--- src/rtl/vc_arbiter_router.sv ---
// vc_arbiter_router
// Strict-priority arbiter sitting behind the VC0/VC1 virtual-channel FIFOs.
// It pops VC0 ahead of VC1, captures the popped word one cycle later and
// routes it to destination FIFO D0 or D1 according to word[DEST_BIT]. Pops
// stop while either destination FIFO reports almost-full.
//
// Ports:
//   clk                  rising-edge clock
//   reset                asynchronous, active-low reset
//   empty_fifo_VC0/VC1   VC FIFO empty flags
//   data_out_VC0/VC1     VC FIFO read data, valid the cycle after a pop
//   almost_full_fifo_D0/D1  destination backpressure
//   pop_VC0_fifo/VC1     combinational read strobes to the VC FIFOs
//   push_D0/D1           registered write strobes to the destination FIFOs
//   data_D0/D1           registered write data to the destination FIFOs
//   state                FSM state (IDLE=0, ACTIVE=1, PAUSE=2)
//   cnt_D0/D1            words pushed to each destination since reset (wrapping)
module vc_arbiter_router #(
    parameter int DATA_WIDTH = 6,
    parameter int DEST_BIT   = 4,
    parameter int CNT_WIDTH  = 8
) (
    input  logic                  clk,
    input  logic                  reset,
    input  logic                  empty_fifo_VC0,
    input  logic                  empty_fifo_VC1,
    input  logic [DATA_WIDTH-1:0] data_out_VC0,
    input  logic [DATA_WIDTH-1:0] data_out_VC1,
    input  logic                  almost_full_fifo_D0,
    input  logic                  almost_full_fifo_D1,
    output logic                  pop_VC0_fifo,
    output logic                  pop_VC1_fifo,
    output logic                  push_D0,
    output logic                  push_D1,
    output logic [DATA_WIDTH-1:0] data_D0,
    output logic [DATA_WIDTH-1:0] data_D1,
    output logic [1:0]            state,
    output logic [CNT_WIDTH-1:0]  cnt_D0,
    output logic [CNT_WIDTH-1:0]  cnt_D1
);

    typedef enum logic [1:0] {
        IDLE   = 2'd0,
        ACTIVE = 2'd1,
        PAUSE  = 2'd2
    } state_t;

    localparam logic [CNT_WIDTH-1:0] CNT_ONE = {{(CNT_WIDTH-1){1'b0}}, 1'b1};

    state_t                  state_q;
    logic                    pause;
    logic                    vc_has_data;
    logic                    vld_p0;
    logic                    src_vc1_p0;
    logic [DATA_WIDTH-1:0]   word_p1;
    logic                    dest_d1_p1;

    // The destination of a word is unknown until it is read, so any
    // almost-full destination stalls both VCs.
    assign pause       = almost_full_fifo_D0 | almost_full_fifo_D1;
    assign vc_has_data = ~empty_fifo_VC0 | ~empty_fifo_VC1;

    assign pop_VC0_fifo = (state_q == ACTIVE) & ~pause & ~empty_fifo_VC0;
    assign pop_VC1_fifo = (state_q == ACTIVE) & ~pause & empty_fifo_VC0 & ~empty_fifo_VC1;

    assign state = state_q;

    always_ff @(posedge clk or negedge reset) begin
        if (!reset) begin
            state_q <= IDLE;
        end else begin
            case (state_q)
                IDLE: begin
                    if (pause)            state_q <= PAUSE;
                    else if (vc_has_data) state_q <= ACTIVE;
                end
                ACTIVE: begin
                    if (pause)             state_q <= PAUSE;
                    else if (!vc_has_data) state_q <= IDLE;
                end
                PAUSE: begin
                    if (!pause) state_q <= vc_has_data ? ACTIVE : IDLE;
                end
                default: state_q <= IDLE;
            endcase
        end
    end

    // ---- stage p0: pop issued, remember that a word is in flight and its source
    always_ff @(posedge clk or negedge reset) begin
        if (!reset) begin
            vld_p0     <= 1'b0;
            src_vc1_p0 <= 1'b0;
        end else begin
            vld_p0     <= pop_VC0_fifo | pop_VC1_fifo;
            src_vc1_p0 <= pop_VC1_fifo;
        end
    end

    // ---- stage p1: FIFO read data is now valid; select it and decode destination
    assign word_p1    = src_vc1_p0 ? data_out_VC1 : data_out_VC0;
    assign dest_d1_p1 = word_p1[DEST_BIT];

    // ---- stage p2: registered push to the chosen destination. In-flight words
    // are delivered regardless of pause or FSM state.
    always_ff @(posedge clk or negedge reset) begin
        if (!reset) begin
            push_D0 <= 1'b0;
            push_D1 <= 1'b0;
            data_D0 <= '0;
            data_D1 <= '0;
        end else begin
            push_D0 <= vld_p0 & ~dest_d1_p1;
            push_D1 <= vld_p0 & dest_d1_p1;
            if (vld_p0 && !dest_d1_p1) data_D0 <= word_p1;
            if (vld_p0 && dest_d1_p1)  data_D1 <= word_p1;
        end
    end

    // Counters follow the registered push strobes and wrap naturally.
    always_ff @(posedge clk or negedge reset) begin
        if (!reset) begin
            cnt_D0 <= '0;
            cnt_D1 <= '0;
        end else begin
            if (push_D0) cnt_D0 <= cnt_D0 + CNT_ONE;
            if (push_D1) cnt_D1 <= cnt_D1 + CNT_ONE;
        end
    end

endmodule

--- config.mk ---
export PLATFORM = sky130hd
export DESIGN_NAME = vc_arbiter_router
export DESIGN_NICKNAME = d
export VERILOG_FILES = /design/src/rtl/vc_arbiter_router.sv
export SDC_FILE = /design/constraint.sdc
export NUM_CORES = 1
export LEC_CHECK = 0
export CAP_MARGIN = 20
export CELL_PAD_IN_SITES_DETAIL_PLACEMENT = 2
export CELL_PAD_IN_SITES_GLOBAL_PLACEMENT = 2
export CORE_AREA = 8 8 78 80
export DETAILED_ROUTE_END_ITERATION = 6
export DIE_AREA = 0 0 86 88
export GPL_TIMING_DRIVEN = 0
export PLACE_DENSITY = 0.77
export SLEW_MARGIN = 20
export SYNTH_ARGS = -nofsm -noshare
export SYNTH_HDL_FRONTEND = slang
export SYNTH_SLANG_ARGS = --single-unit
--- constraint.sdc ---
create_clock -name clk -period 2.45 [get_ports clk]
set_input_delay 0.49 -clock clk [delete_from_list [all_inputs] [get_ports clk]]
set_output_delay 0.49 -clock clk [all_outputs]
set_load 0.005 [all_outputs]
; After elaboration in Yosys (flattened, before gate mapping)
; Cells that the tools add are included.
[totals]
reg_bits = 34
output_inout_bits = 34
[classes]
addsub = 2
n_eq_ne = 5
reduce_logical = 5
muxes = 8
bitwise = 13
[op_table]
columns = operator, count
row1 = $add A8 B1 Y8 const B, 2
row2 = $mux W2, 5
row3 = $and A1 B1 Y1, 6
row4 = $mux W6, 1
row5 = $ne A3 B3 Y1 const B, 2
row6 = $pmux W2 S3, 1
row7 = $not A1 Y1, 4
row8 = $or A1 B1 Y1, 3
row9 = $reduce_and A3 Y1, 1
row10 = $eq A2 B1 Y1 const B, 1
row11 = $eq A2 B2 Y1 const B, 1
row12 = $logic_and A1 B1 Y1, 2
row13 = $logic_not A2 Y1, 1
row14 = $ne A2 B2 Y1 const B, 1
row15 = $logic_not A1 Y1, 1
row16 = $mux W1, 1

; Depth between registers and ports, before layout
; Gate-level depths: netlist of the first run.
[depth]
depth_word = 6
depth_mapped = 5

; Least setup slack after synthesis of the first run
; Ideal clock, no wire load.
[synth_path]
kind = input-to-output
start = input port almost_full_fifo_D1
end = output port pop_VC1_fifo
path_stages = 3
path_buffers = 0
slack_ps = 935
arrival_time_ps = 1025
t_required_ps = 1960
cell_sequence = nor2_1 > nand3b_1 > nor3b_1
[synth_between]
elab_chain_cells = 5
[synth_lines]
columns = element, line_no
row1 = "start, declared", 30  ; input logic almost_full_fifo_D1,
row2 = $or A1 B1 Y1, 60  ; assign pause = almost_full_fifo_D0 | almost_full_fifo_D1;
row3 = $not A1 Y1, 64  ; assign pop_VC1_fifo = (state_q == ACTIVE) & ~pause & empty_fifo_VC0 & ~empty_fifo_VC1;
row4 = $and A1 B1 Y1 (3 in a row), 64
row5 = "end, declared", 32  ; output logic pop_VC1_fifo,
; Every way passes these cells.

; Worst setup path after layout of the first run
[layout_path]
start = input port almost_full_fifo_D1
end = output port pop_VC0_fifo
[layout_between]
elab_chain_cells = 4
[layout_lines]
columns = element, line_no
row1 = $or A1 B1 Y1, 60
row2 = $not A1 Y1, 63  ; assign pop_VC0_fifo = (state_q == ACTIVE) & ~pause & ~empty_fifo_VC0;
row3 = $and A1 B1 Y1 (2 in a row), 63
row4 = "end, declared", 31  ; output logic pop_VC0_fifo,
; Every way passes these cells.

==> impl_metrics.ini, run 1 <==
[pwr]
power.share.sequential_pct = 51.1
switching_power_uw = 284
p_int_uw = 941
leakage_uw = 0.00102
p_per_area_nw_per_um2 = 561
vdd_ir_drop_max_mv = 0.255
p_sw_share_pct = 23.2
p_comb_share_pct = 14.1
pwr-share-clk_pct = 34.8

[floorplanning]
die_area_um2 = 7570
ioPinCount = 52
core_area_um2 = 4910
start_util_pct = 28.6
die_h_um = 88
row_count = 26
die_w_um = 86

[synthesis]
synth_nets = 123
ys.warnings.count = 0
synthDistinctLibCells = 19
yosys.area.top_type = dfrtp_1
synth_top_area_share_pct = 60.6
synth-edff-count = 0
syn_avg_cell_area_um2 = 13.6
synth_flop_cell = dfrtp_1
ys_seq_elements = 34
netlist_area_um2 = 1410
synthCells = 103
synth_area_leaders = dfrtp_1, mux2_2, xnor2_1
ys_seq_area_share_pct = 60.6
synth-async-reset-ratio_pct = 100

[worst_setup_path]
crit_buf_inv = 2
critPathSlowestCell = clkdlybuf4s50_1
crit_type = input pin to output pin
critPathMaxStageDelay_ns = 0.53
crit_chain = clkdlybuf4s50_1, nor2_2, nand3b_1, nor2_1, clkdlybuf4s50_1
startpoint_type = input pin
cpMostUsedCell = clkdlybuf4s50_1
crit_family = buffers and inverters
cp_max_fo = 3
crit_path_end_kind = output pin
arrival_ns = 1.82
cp.required_ns = 1.96

[cts]
clkLatencyLatePin_ns = 0.29
cts_inserted_buffers = 5
cts_sinks = 34
htreeDepth = 2
clk_path_buf_depth = 2
cts_root_buf = clkbuf_8
hold_buffers = 0
tritoncts = done
clk_pin_slew_worst_paths_ns = 0.07

[global_route]
met2_usage_pct = 20.0
grt_max_degree = 19
grtUsageTotal_pct = 11.7
grt_use_met3_pct = 4.88
antenna_found_initial = 0
met1_usage_pct = 12.6
grt_pass1_vias = 1274
overflow = 0
grt.busiest_layer = met2
grt_first_pass_wirelength_mm = 6.89

[detailed_routing]
vias = 1060
drt-total-wl_mm = 4.07
drtPass1Iterations = 3
wl_per_cell_um = 16.9
antenna_left = 0
via_per_inst = 4.40
drt_iter0_markers = 13
drc = 0

[sta]
timing.fmax_mhz = 433
worst_pin_slew_ns = 0.439
min_period_ns = 2.31
relSlewSlack_pct = 70.7
fin_tns_setup_ns = 0
setup_viol = 0
rsz0062_at_grt = false
skew_ns = 0.00604
hold_viol_final = 0
finalCritPeriodShare_pct = 94.4
finalMaxSlewViolations = 0

[worst_hold_path]
hold_class = input pin to asynchronous set/reset pin

[status]
status = finished, final reports clean

[layout]
areaGrowthSynthToFinish_pct = 55.4
diodes = 0
drive_above_1_share_pct = 22.2
design_area_um2 = 2180
nets = 190

[run]
maxCapViolations = 0

[placement]
numPortBuffers = 51
place_hpwl_mm = 3.12
gp_congestion = 0.748
placed_area_um2 = 2030
==> what timing repair did <==
action / in CTS / in global routing
setup endpoints to repair: 1 / 1
buffers inserted: 7 / 1
pin swaps: 1 / 0
resized for setup: 3 / 0
endpoints found under the hold margin: 0 / 0
==> cell usage in the layout (no fill, tap or decap), types with 2 or more instances in the layout <==
cell and count:
buf_4 8, inv_1 2, ha_1 2, xnor2_1 9, nand2b_1 2, mux2_4 5, nor2_1 3, mux2_2 12
nand2_1 10, nand4_1 6, xor2_1 5, buf_6 2, clkdlybuf4s50_1 49, clkbuf_8 6, and3_1 2, dfrtp_1 34
a21oi_1 3
==> final timing paths <==
kind                       depth (start not counted)      endpoint                 from  slack, ns
setup / recovery                                   5  pop_VC0_fifo  almost_full_fifo_D1       0.14
hold / removal                                     1     cnt_D0[7]                reset       0.13
setup reg to reg                                  10    src_vc1_p0             state[1]       0.74
hold reg to reg                                    1     cnt_D0[7]            cnt_D0[7]       0.49
max in group asynchronous                          2        vld_p0                reset       1.87
min in group clk                                   1     cnt_D0[7]            cnt_D0[7]       0.49
==> routing by layer <==
layer	wire length, um	vias up
li1	-	481
met1	1560	537
met2	2140	37
met3	320	5
met4	51	0
met5	0	-
==> stage by stage <==
step | cells | worst slack [ns] | power (uW) | hold WS [ns] | util [%]
2_1_floorplan | 103 | 0.935 | 677 | 0.194 | -
3_3_place_gp | 224 | -0.0721 | 797 | 0.456 | 40.8
3_5_place_dp | 225 | -0.137 | 811 | 0.462 | 41.2
4_1_cts | 240 | 0.0698 | 1250 | 0.142 | 44.3
5_1_grt | 241 | 0.0556 | 1290 | 0.151 | 44.4
6_report | 241 | 0.138 | 1220 | 0.134 | 44.4
==> synthesized netlist by cell type (2+ instances only) <==
master / number
nand4_1: 6
inv_1: 2
mux2_2: 12
mux2_4: 5
and3_1: 2
dfrtp_1: 34
xor2_1: 5
nand2_1: 10
a21oi_1: 3
buf_6: 2
nor2_1: 4
xnor2_1: 9
ha_1: 2
nand2b_1: 2
==> area by class of cell <==
| type | instances | area [um^2] |
|---|---|---|
| clock inverter | 1 | 5.00 |
| buffer | 2 | 22.5 |
| tap | 70 | 87.6 |
| fill | 490 | 2730 |
| inverter | 2 | 7.51 |
| timing repair buffer | 60 | 592 |
| multi-input combinational | 65 | 532 |
| sequential | 34 | 851 |
| clock buffer | 7 | 86.3 |
==> power groups by stage <==
stage	combinational [uW]	sequential, uW	clock, uW
floorplan	44.0	633	0
global placement	163	634	0
detailed placement	175	636	0
CTS	177	626	448
global route	190	630	469
finish	172	626	427
==> flip-flops by register name (all words and copies together) (netlist names) <==
signal and flops:
vld_p0 1, src_vc1_p0 1, push_D0 1, push_D1 1, data_D1 6, data_D0 6, cnt_D0 8, cnt_D1 8
state 2
==> kinds of logic after synthesis <==
family	count (synthesis)	share of synthesized area, %
AOI/OAI and AO/OA	3	1.07
xor gates and xnor gates	14	8.73
adders and majority gates	2	1.78
buffers and inverters	4	2.14
DFF	34	60.6
muxes	18	15.7
and+or+nand+nor	28	10.1
Power figures use the tool's default switching activity.
==> inputs of run 2 (changes only) <==
GPL_TIMING_DRIVEN = default   (was 0)
==> impl_metrics.ini, run 2 (synthesis gave the netlist of run 1 again) <==
[detailed_routing]
wl_per_cell_um = 16.7
drt_iter0_markers = 18
drtPass1Iterations = 2
drt-total-wl_mm = 3.87
via_per_inst = 4.40
antenna_left = 0
vias = 1021
drc = 0

[cts]
clkLatencyLatePin_ns = 0.28
cts_inserted_buffers = 5
clk_path_buf_depth = 2
htreeDepth = 2
post_cts_buffers = 0
hold_buffers = 0
cts_sinks = 34
tritoncts = done
cts_root_buf = clkbuf_8
clk_pin_slew_worst_paths_ns = 0.07

[floorplanning]
start_util_pct = 28.6
ioPinCount = 52
die_area_um2 = 7570
die_w_um = 86
core_area_um2 = 4910
die_h_um = 88
row_count = 26

[worst_setup_path]
crit_type = input pin to output pin
crit_path_end_kind = output pin
cp_max_fo = 2
startpoint_type = input pin
cp.required_ns = 1.96
arrival_ns = 1.55

[global_route]
grt_pass1_vias = 1225
grt_first_pass_wirelength_mm = 6.47
overflow = 0
antenna_found_initial = 0
grtUsageTotal_pct = 11.0
grt_max_degree = 35

[layout]
diodes = 0
fin_util_pct = 42.7
nets = 181
areaGrowthSynthToFinish_pct = 49.3
final_common_cell = clkdlybuf4s50_1
layout_common_cells = clkdlybuf4s50_1, dfrtp_1, mux2_2
layout.cells.non_filler = 232
drive_above_1_share_pct = 18.5
final.fill_count = 508
largestRegisters = cnt_D0 (8), cnt_D1 (8)

[sta]
rsz0062_at_grt = false
hold_slack_ns = 0.278
skew_ns = 0.00618
finalCritPeriodShare_pct = 83.2
min_period_ns = 2.04
finalMaxSlewViolations = 0
setup_viol = 0
timing.fmax_mhz = 490
hold_viol_final = 0
relSlewSlack_pct = 48.6
worst_pin_slew_ns = 0.772

[pwr]
vdd_ir_drop_max_mv = 0.290
power.share.sequential_pct = 51.4
p_per_area_nw_per_um2 = 581
p_comb_share_pct = 13.7
p_sw_share_pct = 23.2
p_int_uw = 936
leakage_uw = 0.000997
switching_power_uw = 283
pwr-share-clk_pct = 34.9

[status]
status = finished, final reports clean

[placement]
place_inst = 224
numPortBuffers = 51
gp_congestion = 0.761
place_hpwl_mm = 3.05

[worst_hold_path]
hold_class = input pin to asynchronous set/reset pin

[run]
maxCapViolations = 0
## run 2: cell count changes in the layout (fill, tap and decap cells not counted), sizes merged
cell           delta
buf               -9
clkbuf            -1
clkdlybuf4s50     -1
clkinvlp          +1
dlygate4sd2       -1
dlymetal6s2s      +2
## run 2: power by group through the flow
| stage | Sequential [uW] | Clock, uW | Combinational [uW] |
|---|---|---|---|
| 6_report | 627 | 426 | 167 |
| 5_1_grt | 632 | 466 | 184 |
| 4_1_cts | 627 | 441 | 172 |
| 3_5_place_dp | 637 | 0 | 171 |
| 3_3_place_gp | 635 | 0 | 163 |
| 2_1_floorplan | 633 | 0 | 44.0 |
## run 2: layout make-up
type	instances	area (um^2)	area share, %
clock inverters	2	12.5	0.596
well taps	70	87.6	4.17
flip-flops and latches	34	851	40.5
multi-input cells	65	532	25.3
clock buffers	6	82.6	3.94
inverters	2	7.51	0.358
repair buffers	53	526	25.0
## run 2: worst paths after layout
| check | slack (ns) | depth (start not counted) | from | endpoint |
|---|---|---|---|---|
| worst max-delay path | 0.41 | 6 | almost_full_fifo_D1 | pop_VC0_fifo |
| worst max register to register | 0.77 | 3 | src_vc1_p0 | data_D1[2] |
| max in group asynchronous | 1.67 | 1 | reset | cnt_D0[2] |
| min in group clk | 0.47 | 1 | data_D1[4] | data_D1[4] |
| worst min-delay path | 0.28 | 1 | reset | cnt_D1[7] |
| worst min register to register | 0.47 | 1 | data_D1[4] | data_D1[4] |
## run 2: layer usage
| layer | GRT usage [%] | part of all wire, % | vias up |
|---|---|---|---|
| met5 | 0 | 0 | - |
| met4 | 2.39 | 0.21 | 0 |
| met3 | 5.35 | 8.6 | 2 |
| met2 | 19.1 | 52 | 36 |
| met1 | 11.9 | 39 | 519 |
| li1 | - | - | 464 |
## run 2: per-stage QoR
stage / total power (uW) / setup TNS [ns] / instance area, um^2 / worst slack (ns)
after floorplan: 677 / 0 / 1410 / 0.935
after global placement: 798 / 0 / 1990 / 0.0424
after detailed placement: 807 / -0.0136 / 1990 / -0.0136
after CTS: 1240 / 0 / 2090 / 0.0129
after global routing: 1280 / 0 / 2100 / 0.300
final: 1220 / 0 / 2100 / 0.411
## run 2: timing repair
action                     CTS  global route
setup endpoints to repair    1             2
pin swaps                    0             1
gates resized for setup      1             3
## run 2: critical path: stages
cell             delay, ns
clkdlybuf4s50_1       0.42
nor2_2                0.13
nand3b_1              0.13
buf_4                 0.16
nor2_1                0.08
dlymetal6s2s_1        0.14
==> inputs of run 3 (changes only) <==
CORE_AREA = 8 8 80 82   (was 8 8 78 80)
DIE_AREA = 0 0 88 90   (was 0 0 86 88)
PLACE_DENSITY = 0.73   (was 0.77)
clock period = 2.1 ns   (was 2.45 ns; I/O delays follow)
==> impl_metrics.ini, run 3 (synthesis gave the netlist of run 1 again) <==
[cts]
clk_pin_slew_worst_paths_ns = 0.07
htreeDepth = 2
clkLatencyLatePin_ns = 0.28
cts_root_buf = clkbuf_8
cts_inserted_buffers = 5
clk_path_buf_depth = 2
cts_sinks = 34
tritoncts = done
hold_buffers = 0

[status]
status = finished, final reports clean

[layout]
largestRegisters = cnt_D0 (8), cnt_D1 (8)
diodes = 0
drive_above_1_share_pct = 21.3
nets = 188
final.fill_count = 533
areaGrowthSynthToFinish_pct = 54.1
layout_common_cells = clkdlybuf4s50_1, dfrtp_1, mux2_2
final_common_cell = clkdlybuf4s50_1
layout.cells.non_filler = 241
design_area_um2 = 2170

[placement]
placed_area_um2 = 2030
numPortBuffers = 51
place_inst = 230
place_hpwl_mm = 3.04
gp_congestion = 0.687

[floorplanning]
die_h_um = 90
row_count = 27
die_area_um2 = 7920
start_util_pct = 26.8
die_w_um = 88
core_area_um2 = 5240
ioPinCount = 52

[worst_setup_path]
crit_type = input pin to output pin
cp_max_fo = 2
crit_buf_inv = 2
cp.required_ns = 1.68
crit_path_end_kind = output pin
startpoint_type = input pin
arrival_ns = 1.60
crit_family = buffers and inverters
crit_chain = clkdlybuf4s50_1, nor2_2, nand3b_1, nor3b_2, clkdlybuf4s15_1
critPathMaxStageDelay_ns = 0.42
critPathSlowestCell = clkdlybuf4s50_1

[pwr]
leakage_uw = 0.00101
p_per_area_nw_per_um2 = 706
vdd_ir_drop_max_mv = 0.253
finalPower_uw = 1530

[sta]
rsz0062_at_grt = false
skew_ns = 0.00415
finalCritPeriodShare_pct = 96.2
fin_tns_setup_ns = 0
min_period_ns = 2.02
timing.fmax_mhz = 495
relSlewSlack_pct = 70.4
setup_viol = 0
worst_pin_slew_ns = 0.444
hold_viol_final = 0
hold_slack_ns = 0.471
finalMaxSlewViolations = 0

[global_route]
grt_max_degree = 35
grtUsageTotal_pct = 10.8
grt_first_pass_wirelength_mm = 6.73
overflow = 0
antenna_found_initial = 0
grt_pass1_vias = 1315

[detailed_routing]
wl_per_cell_um = 16.4
wl_met3_um = 475
drt-total-wl_mm = 3.95
via_per_inst = 4.27
antenna_left = 0
drtPass1Iterations = 3
drc = 0
met2_length_mm = 1.91
dr.max_layer_used = met4
met1_length_mm = 1.52
vias = 1028
drt_iter0_markers = 31

[worst_hold_path]
hold_class = flop to flop

[run]
maxCapViolations = 0
-- run 3: cell types whose count changed in the layout (fill, tap and decap cells not counted) --
| cell | previous run | this run |
|---|---|---|
| buf_2 | 1 | 0 |
| buf_4 | 2 | 9 |
| bufinv_16 | 0 | 1 |
| clkbuf_8 | 6 | 5 |
| clkdlybuf4s15_1 | 0 | 1 |
| clkdlybuf4s50_1 | 48 | 49 |
| clkinv_2 | 1 | 2 |
| clkinvlp_4 | 1 | 0 |
| dlygate4sd2_1 | 0 | 1 |
| dlymetal6s2s_1 | 2 | 0 |
-- run 3: worst paths after layout --
check,slack (ns),cells past startpoint,endpoint,start
min in group asynchronous,0.55,2,data_D0[2],reset
max in group asynchronous,1.23,2,push_D1,reset
worst max register to register,0.50,3,data_D1[2],src_vc1_p0
worst min register to register,0.47,1,cnt_D1[7],cnt_D1[7]
worst min-delay path,0.47,1,cnt_D1[7],cnt_D1[7]
worst max-delay path,0.08,5,pop_VC1_fifo,almost_full_fifo_D0
-- run 3: final cells by class --
| class | count | area, um^2 | share of cell area (%) |
|---|---|---|---|
| multi-input combinational | 65 | 532 | 24.6 |
| timing repair buffer | 60 | 577 | 26.6 |
| sequential | 34 | 851 | 39.3 |
| tap | 72 | 90.1 | 4.16 |
| clock buffer | 5 | 68.8 | 3.18 |
| inverter | 2 | 7.51 | 0.347 |
| clock inverter | 3 | 40.0 | 1.85 |
-- run 3: timing repair --
| action | CTS | global route |
|---|---|---|
| gates resized for setup | 4 | 1 |
| setup endpoints to repair | 2 | 1 |
| pin swaps | 1 | 1 |
| setup buffers | 2 | 1 |
-- run 3: worst register-to-register path, delay by kind of cell (launching register included) --
family           cells  cell delay, ns
multiplexers         2            0.61
flip-flops           1            0.49
AND/OR/NAND/NOR      1            0.39
-- run 3: metal layers --
metal	vias to the layer above	global-route usage (%)
met2	41	17.2
met3	4	6.55
li1	475	-
met4	0	4.30
met5	-	0
met1	508	11.2
-- run 3: stage by stage --
step	worst slack, ns	utilization [%]
floorplan	0.725	-
global placement	-0.181	38.7
detailed placement	-0.352	38.7
CTS	0.0340	41.2
global route	0.00203	41.4
finish	0.0802	41.4
-- run 3: where the power goes --
group | internal, uW | switching [uW]
sequential | 695 | 34.2
clock | 349 | 244
combinational | 140 | 66.8
